`config.mk`:
```
export PLATFORM = sky130hd
export DESIGN_NAME = alu_exec_stage
export DESIGN_NICKNAME = d
export VERILOG_FILES = /design/src/rtl/alu_pkg.sv /design/src/rtl/alu_core.sv /design/src/rtl/alu_exec_stage.sv
export SDC_FILE = /design/constraint.sdc
export NUM_CORES = 1
export LEC_CHECK = 0
export BUFFER_PORTS_ARGS = -buffer_cell sky130_fd_sc_hd__buf_2
export CAP_MARGIN = 20
export CORE_MARGIN = 2
export CORE_UTILIZATION = 58
export DETAILED_ROUTE_END_ITERATION = 12
export PLACE_DENSITY = 0.88
export SLEW_MARGIN = 40
export SYNTH_ARGS = -nofsm -noshare
export SYNTH_HDL_FRONTEND = slang
export SYNTH_HIERARCHICAL = 1
export SYNTH_SLANG_ARGS = --single-unit
```
`constraint.sdc`:
```
create_clock -name clk -period 2.3 [get_ports clk]
set_clock_uncertainty 0.15 [all_clocks]
set_input_delay 0.46 -clock clk [delete_from_list [all_inputs] [get_ports clk]]
set_output_delay 0.46 -clock clk [all_outputs]
set_load 0.01 [all_outputs]
```
`src/rtl/alu_pkg.sv`:
```
// rtl/alu_pkg.sv - shared ALU encodings and execute-stage entry type
// Contents: alu_op_t (4-bit alucontrol codes), aluop_class_t (decoder ALUOp
// classes), ex_entry_t (one held execute result), default widths.
package alu_pkg;

  localparam int XLEN_DEF = 32;
  localparam int TAGW_DEF = 5;

  typedef enum logic [3:0] {
    ALU_AND     = 4'b0000,
    ALU_OR      = 4'b0001,
    ALU_ADD     = 4'b0010,
    ALU_SUB     = 4'b0110,
    ALU_INVALID = 4'b1111
  } alu_op_t;

  // ALUOp class driven by the main decoder into the ALU control decoder.
  typedef enum logic [1:0] {
    ALUOP_MEM    = 2'b00,
    ALUOP_BRANCH = 2'b01,
    ALUOP_FUNCT  = 2'b10
  } aluop_class_t;

  typedef struct packed {
    logic [XLEN_DEF-1:0] result;
    logic                zero;
    logic                illegal;
    logic [TAGW_DEF-1:0] tag;
  } ex_entry_t;

endpackage

```
`src/rtl/alu_core.sv`:
```
// rtl/alu_core.sv - combinational ALU datapath
// Ports:
//   op_i      alucontrol code
//   a_i, b_i  operands
//   result_o  operation result (0 for unsupported codes)
//   zero_o    result_o == 0
//   illegal_o op_i is not a supported code
module alu_core
  import alu_pkg::*;
#(
  parameter int XLEN = XLEN_DEF
) (
  input  logic [3:0]      op_i,
  input  logic [XLEN-1:0] a_i,
  input  logic [XLEN-1:0] b_i,
  output logic [XLEN-1:0] result_o,
  output logic            zero_o,
  output logic            illegal_o
);

  always_comb begin
    result_o  = '0;
    illegal_o = 1'b0;
    case (op_i)
      ALU_AND: result_o = a_i & b_i;
      ALU_OR:  result_o = a_i | b_i;
      ALU_ADD: result_o = a_i + b_i;
      ALU_SUB: result_o = a_i - b_i;
      default: illegal_o = 1'b1;
    endcase
  end

  assign zero_o = (result_o == '0);

endmodule

```
`src/rtl/alu_exec_stage.sv`:
```
// rtl/alu_exec_stage.sv - ALU execute stage with 2-entry elastic output buffer
// Ports:
//   clk, rst_n       clock, asynchronous active-low reset
//   flush            kill all held entries and any entry presented this cycle
//   in_valid/ready   upstream handshake; in_ready is registered (skid empty)
//   in_alucontrol    ALU operation code
//   in_a, in_b       operands
//   in_tag           destination tag, passed through
//   out_valid/ready  downstream handshake
//   out_result       ALU result
//   out_zero         out_result == 0
//   out_illegal      entry carried an unsupported alucontrol code
//   out_tag          destination tag
module alu_exec_stage
  import alu_pkg::*;
#(
  parameter int XLEN = XLEN_DEF,
  parameter int TAGW = TAGW_DEF
) (
  input  logic            clk,
  input  logic            rst_n,
  input  logic            flush,
  input  logic            in_valid,
  output logic            in_ready,
  input  logic [3:0]      in_alucontrol,
  input  logic [XLEN-1:0] in_a,
  input  logic [XLEN-1:0] in_b,
  input  logic [TAGW-1:0] in_tag,
  output logic            out_valid,
  input  logic            out_ready,
  output logic [XLEN-1:0] out_result,
  output logic            out_zero,
  output logic            out_illegal,
  output logic [TAGW-1:0] out_tag
);

  // Same layout as ex_entry_t, sized by this instance's parameters.
  typedef struct packed {
    logic [XLEN-1:0] result;
    logic            zero;
    logic            illegal;
    logic [TAGW-1:0] tag;
  } entry_t;

  // Encoding is {out_valid, skid_valid}; 2'b01 is unreachable.
  typedef enum logic [1:0] {
    ST_EMPTY = 2'b00,
    ST_FULL1 = 2'b10,
    ST_FULL2 = 2'b11
  } state_t;

  state_t state_q, state_d;
  entry_t out_q, out_d;
  entry_t skid_q, skid_d;
  entry_t new_entry;

  logic [XLEN-1:0] core_result;
  logic            core_zero;
  logic            core_illegal;
  logic            accept;
  logic            consume;

  alu_core #(.XLEN(XLEN)) u_core (
    .op_i      (in_alucontrol),
    .a_i       (in_a),
    .b_i       (in_b),
    .result_o  (core_result),
    .zero_o    (core_zero),
    .illegal_o (core_illegal)
  );

  assign new_entry = '{result: core_result, zero: core_zero,
                       illegal: core_illegal, tag: in_tag};

  // in_ready comes straight from the state register, so out_ready never
  // reaches the upstream ready path.
  assign in_ready  = ~state_q[0];
  assign out_valid = state_q[1];

  // A flush kills the incoming entry and any consume, so registers keep
  // their last values while the state returns to EMPTY.
  assign accept  = in_valid & in_ready & ~flush;
  assign consume = out_valid & out_ready & ~flush;

  always_comb begin
    state_d = state_q;
    out_d   = out_q;
    skid_d  = skid_q;
    case (state_q)
      ST_EMPTY: begin
        if (accept) begin
          out_d   = new_entry;
          state_d = ST_FULL1;
        end
      end
      ST_FULL1: begin
        if (accept && consume) begin
          out_d = new_entry;
        end else if (accept) begin
          skid_d  = new_entry;
          state_d = ST_FULL2;
        end else if (consume) begin
          state_d = ST_EMPTY;
        end
      end
      ST_FULL2: begin
        // in_ready is low here, so the only move is skid -> output.
        if (consume) begin
          out_d   = skid_q;
          state_d = ST_FULL1;
        end
      end
      default: state_d = ST_EMPTY;
    endcase
    if (flush) begin
      state_d = ST_EMPTY;
    end
  end

  always_ff @(posedge clk or negedge rst_n) begin
    if (!rst_n) begin
      state_q <= ST_EMPTY;
      out_q   <= '0;
      skid_q  <= '0;
    end else begin
      state_q <= state_d;
      out_q   <= out_d;
      skid_q  <= skid_d;
    end
  end

  assign out_result  = out_q.result;
  assign out_zero    = out_q.zero;
  assign out_illegal = out_q.illegal;
  assign out_tag     = out_q.tag;

  a_no_skid_without_output: assert property (
    @(posedge clk) disable iff (!rst_n) state_q != 2'b01
  );

endmodule

```
==> run metrics, run 1 <==
post-synthesis async set-or-reset flop share 1.00; post-synthesis compound-gate area fraction 0.160; dominant synthesized flop cell dfrtp_1; register bit total from synthesis 80; status stopped before the end; GPL Wtd Cong 0.998; register area share after synthesis 0.283; XOR/XNOR share of the synthesized area 0.0717; syn avg cell area 9.48 µm²; Synth Area in Adders 0.107; ranking of synthesized cells by area dfrtp_1, mux2_2, ha_1; vias in the first global route 9890; largest family of logic cells by synthesized area multiplexers; Root Buffer clkbuf_16; Mapped Cells 746; Synth warnings 6; port bufs 118; Bufs on Longest Clock Path 2; run-stopping error [ERROR GRT-0116] Global routing finished with congestion. Check the congestion regions in the DRC Viewer.; I/O Pins 119; EDFF count, synth 0; Post-Syn Area 7070 µm²; H-Tree Depth 3; Post-synth top cells mux2_2, dfrtp_1, nand2_1; global-route wire length before repair 55800 µm; row count 40; multiplexer area fraction after synthesis 0.199; chip width 114 µm; clk sink count 80; HPWL Detailed 19100 µm; failing step global routing; count leader, synth mux2_2; GRT Total Usage 0.577; Overflow after GRT 2; pin count of the biggest net entering global routing 48; area leader, netlist dfrtp_1; CTS buffer count 9; Post-Synth Simple-Gate Area 0.139; Synth cell types 80; initial cell density of the core 0.591; Die Height 114 µm; Mapped Nets 863; Placed Cells incl. Taps 1202; Setup Slack @ Placement -3.06 ns; area share of the largest cell type after synthesis 0.283
## routing by layer
metal | GRT usage | GRT overflow
met2 | 0.813 | 1
met3 | 0.352 | 0
met5 | 0.0941 | 0
met1 | 0.568 | 0
met4 | 0.557 | 1
## kinds of logic after synthesis
group | count (synthesis)
xor+xnor | 57
fa+ha+maj | 65
mux | 122
compound gates | 179
simple gates | 183
flops | 80
buf+inv | 60
## metrics by stage
step / hold slack, ns / TNS [ns] / utilization / instance area (µm²)
after global placement: 0.331 / -116.29 / 0.808 / 9670
after floorplan: 0.0144 / -95.60 / - / 7400
after CTS: 0.0135 / -100.79 / 0.885 / 10600
after detailed placement: 0.338 / -125.16 / 0.808 / 9670
## timing repair
item,4_1_cts
resized for setup,102
hold buffers,0
pin swaps,57
buffers inserted,30
endpoints found under the setup margin,63
==> run 2: changes to the inputs <==
- CORE_UTILIZATION: 58 -> 40
- PLACE_DENSITY: 0.88 -> not set
- PLACE_DENSITY_LB_ADDON: not set -> 0.15
==> run 2 against run 1 <==
  * The flow now finishes, with violations (negative setup slack)
  * Synthesized area unchanged
  * Synthesized cell count unchanged
==> run metrics, run 2 <==
H-Tree Depth 3 (unchanged); initial cell density of the core 0.409 (was 0.591); Mapped Nets 863 (unchanged); area leader, netlist dfrtp_1 (unchanged); CP Depth 21; chip width 137 µm (was 114 µm); remaining antenna violation count 0; RSZ-0062 raised after global routing true; Worst Slack Setup Final -2.57 ns; clock-pin slew on the worst setup and hold paths 0.06 ns; Critical Path Start Type input pin; setup tns final -103.90 ns; critical path required time 2.42 ns; Worst Hold Depth 2; die area 18800 µm²; arrival time at the worst endpoint 4.99 ns; Critical Setup Path Class in2reg; crit path max-delay cell type or4b_4; GRT Total Usage 0.258; syn avg cell area 9.48 µm² (unchanged); core box area 17300 µm²; nets 1231; worst path bufs/invs 3; area share of the largest cell type after synthesis 0.283 (unchanged); most frequent cells in the layout buf_4, buf_2, mux2_2; Bufs on Longest Clock Path 2 (unchanged); vias in the first global route 7755; Root Buffer clkbuf_16 (unchanged); I/O Pins 119 (unchanged); VDD IR-drop max 637 µV; Die Height 137 µm (was 114 µm); Leak Pwr 5.49 nW; port bufs 118 (unchanged); Largest register FFs 39; ranking of synthesized cells by area dfrtp_1, mux2_2, ha_1 (unchanged); Period Utilization, post-route 2.12; post-synthesis async set-or-reset flop share 1.00 (unchanged); crit path time final 4.87 ns; Max stage delay on crit path 0.57 ns; DR vias 7240; vias per cell 5.39; Final Routed Wirelength 24400 µm; Overflow after GRT 0; Largest delay share family, worst path simple AND/OR/NAND/NOR gates; GPL Wtd Cong 0.912 (was 0.998); register bit total from synthesis 80 (unchanged); Hold Crit Class in2reg; global-route wire length before repair 38300 µm; Max Cap Violations 0; Placed Cells incl. Taps 1286 (was 1202); Fmax 205 MHz; clk sink count 80 (unchanged); drt initial violations 267; drt first pass iters 4; setup violators final 63; Mapped Cells 746 (unchanged); count leader, synth mux2_2 (unchanged); failing checks negative setup slack; Post-DP Area 9830 µm² (was 9670 µm²); number of antenna violations at the first check in global routing 0; R2R cell count 7; most common cell after layout, fill and taps aside buf_4; Synth warnings 6 (unchanged); Slew headroom 0.639; DRC errors left 0; max-slew violations 0; EDFF count, synth 0 (unchanged); fin area 11500 µm²; Worst Setup End Kind register; status finished with violations (was stopped before the end); PD cells 695 nW/µm²; Post-Layout Cell Count 1344; CTS tree yes; Post-synth top cells mux2_2, dfrtp_1, nand2_1 (unchanged); Clock Latency Late Sink 0.33 ns; drt wl/cell 18.1 µm; dominant synthesized flop cell dfrtp_1 (unchanged); Fin. Hold Viols 0; share of cells above drive strength 1 0.633; Ant. Diodes 0; CTS buffer count 9 (unchanged); CP Cell Sequence buf_6, or3_4, or4_4, buf_4, buf_6, o21ai_2, xor2_1, ha_2, a211oi_2, nor2_2, or4b_4, a21oi_4, o31ai_4, xnor2_2, o21ai_2, or4b_4, nor4_4, nand4_1, nor3_2, mux2_2, mux2_2; register area share after synthesis 0.283 (unchanged); Crit Path Max Fanout 3; HPWL Detailed 18200 µm (was 19100 µm); Synth cell types 80 (unchanged); row count 48 (was 40); Post-Syn Area 7070 µm² (unchanged); pin count of the biggest net entering global routing 69; Layout area overhead 62.0%; Top reg by flops skid_q; actual slew at the worst max-slew pin 0.528 ns
[run 2: cell counts after synthesis]
Identical to the previous run, type by type.
[run 2: logic make-up (layout without fill, tap and decap cells)]
group | after synthesis | after routing | synth area share
mux | 122 | 122 | 0.199
fa+ha+maj | 65 | 65 | 0.107
compound gates | 179 | 179 | 0.160
flops | 80 | 80 | 0.283
xor+xnor | 57 | 57 | 0.0717
buf+inv | 60 | 432 | 0.0402
simple gates | 183 | 184 | 0.139
[run 2: cell type report]
cell class / instances / area (µm²)
clock buffer: 12 / 246
clock inverter: 4 / 28.8
fill: 1440 / 5840
inverter: 16 / 60.1
multi-input combinational: 607 / 5960
sequential: 80 / 2000
tap: 225 / 282
timing repair buffer: 400 / 2870
[run 2: power by group]
group	switching, mW	total [mW]	internal [mW]
logic	1.95	4.27	2.32
registers	0.339	2.38	2.05
clock network	0.553	1.32	0.763
[run 2: through the flow]
stage / total power, mW / worst slack (ns) / hold WS (ns) / util
finish: 7.97 / -2.57 / 0.223 / 0.662
global route: 8.45 / -2.74 / 0.207 / 0.662
CTS: 7.76 / -2.48 / 0.213 / 0.633
detailed placement: 6.03 / -2.93 / 0.168 / 0.568
global placement: 5.88 / -2.85 / 0.161 / 0.568
floorplan: 4.58 / -2.49 / 0.0144 / -
[run 2: path summary, 6_finish.rpt]
check                                             end  slack [ns]              startpoint
hold reg to reg                out_tag[2]$_DFFE_PN0P_        0.35  out_tag[2]$_DFFE_PN0P_
hold / removal                  skid_q[3]$_DFFE_PN0P_        0.22               in_tag[3]
setup reg to reg               out_tag[1]$_DFFE_PN0P_        0.15  state_q[0]$_DFFE_PN0P_
min in group asynchronous  out_result[25]$_DFFE_PN0P_        0.37                   rst_n
setup / recovery                 out_zero$_DFFE_PN0P_       -2.57                 in_b[4]
max in group asynchronous      skid_q[14]$_DFFE_PN0P_        1.03                   rst_n
[run 2: routing by layer]
metal  GRT usage  wire length [µm]
met1       0.311             10200
met2       0.469             12600
met3      0.0389               908
met4      0.0819               633
met5           0                 0
[run 2: repair_timing]
action / in CTS / in global routing
resized for setup: 155 / 73
gates cloned: 0 / 1
hold buffers: 1 / 0
hold endpoints to repair: 12 / 0
pin swaps: 56 / 53
endpoints found under the setup margin: 63 / 71
setup buffers: 30 / 21
Note: power is estimated with default switching activity, not from simulation.
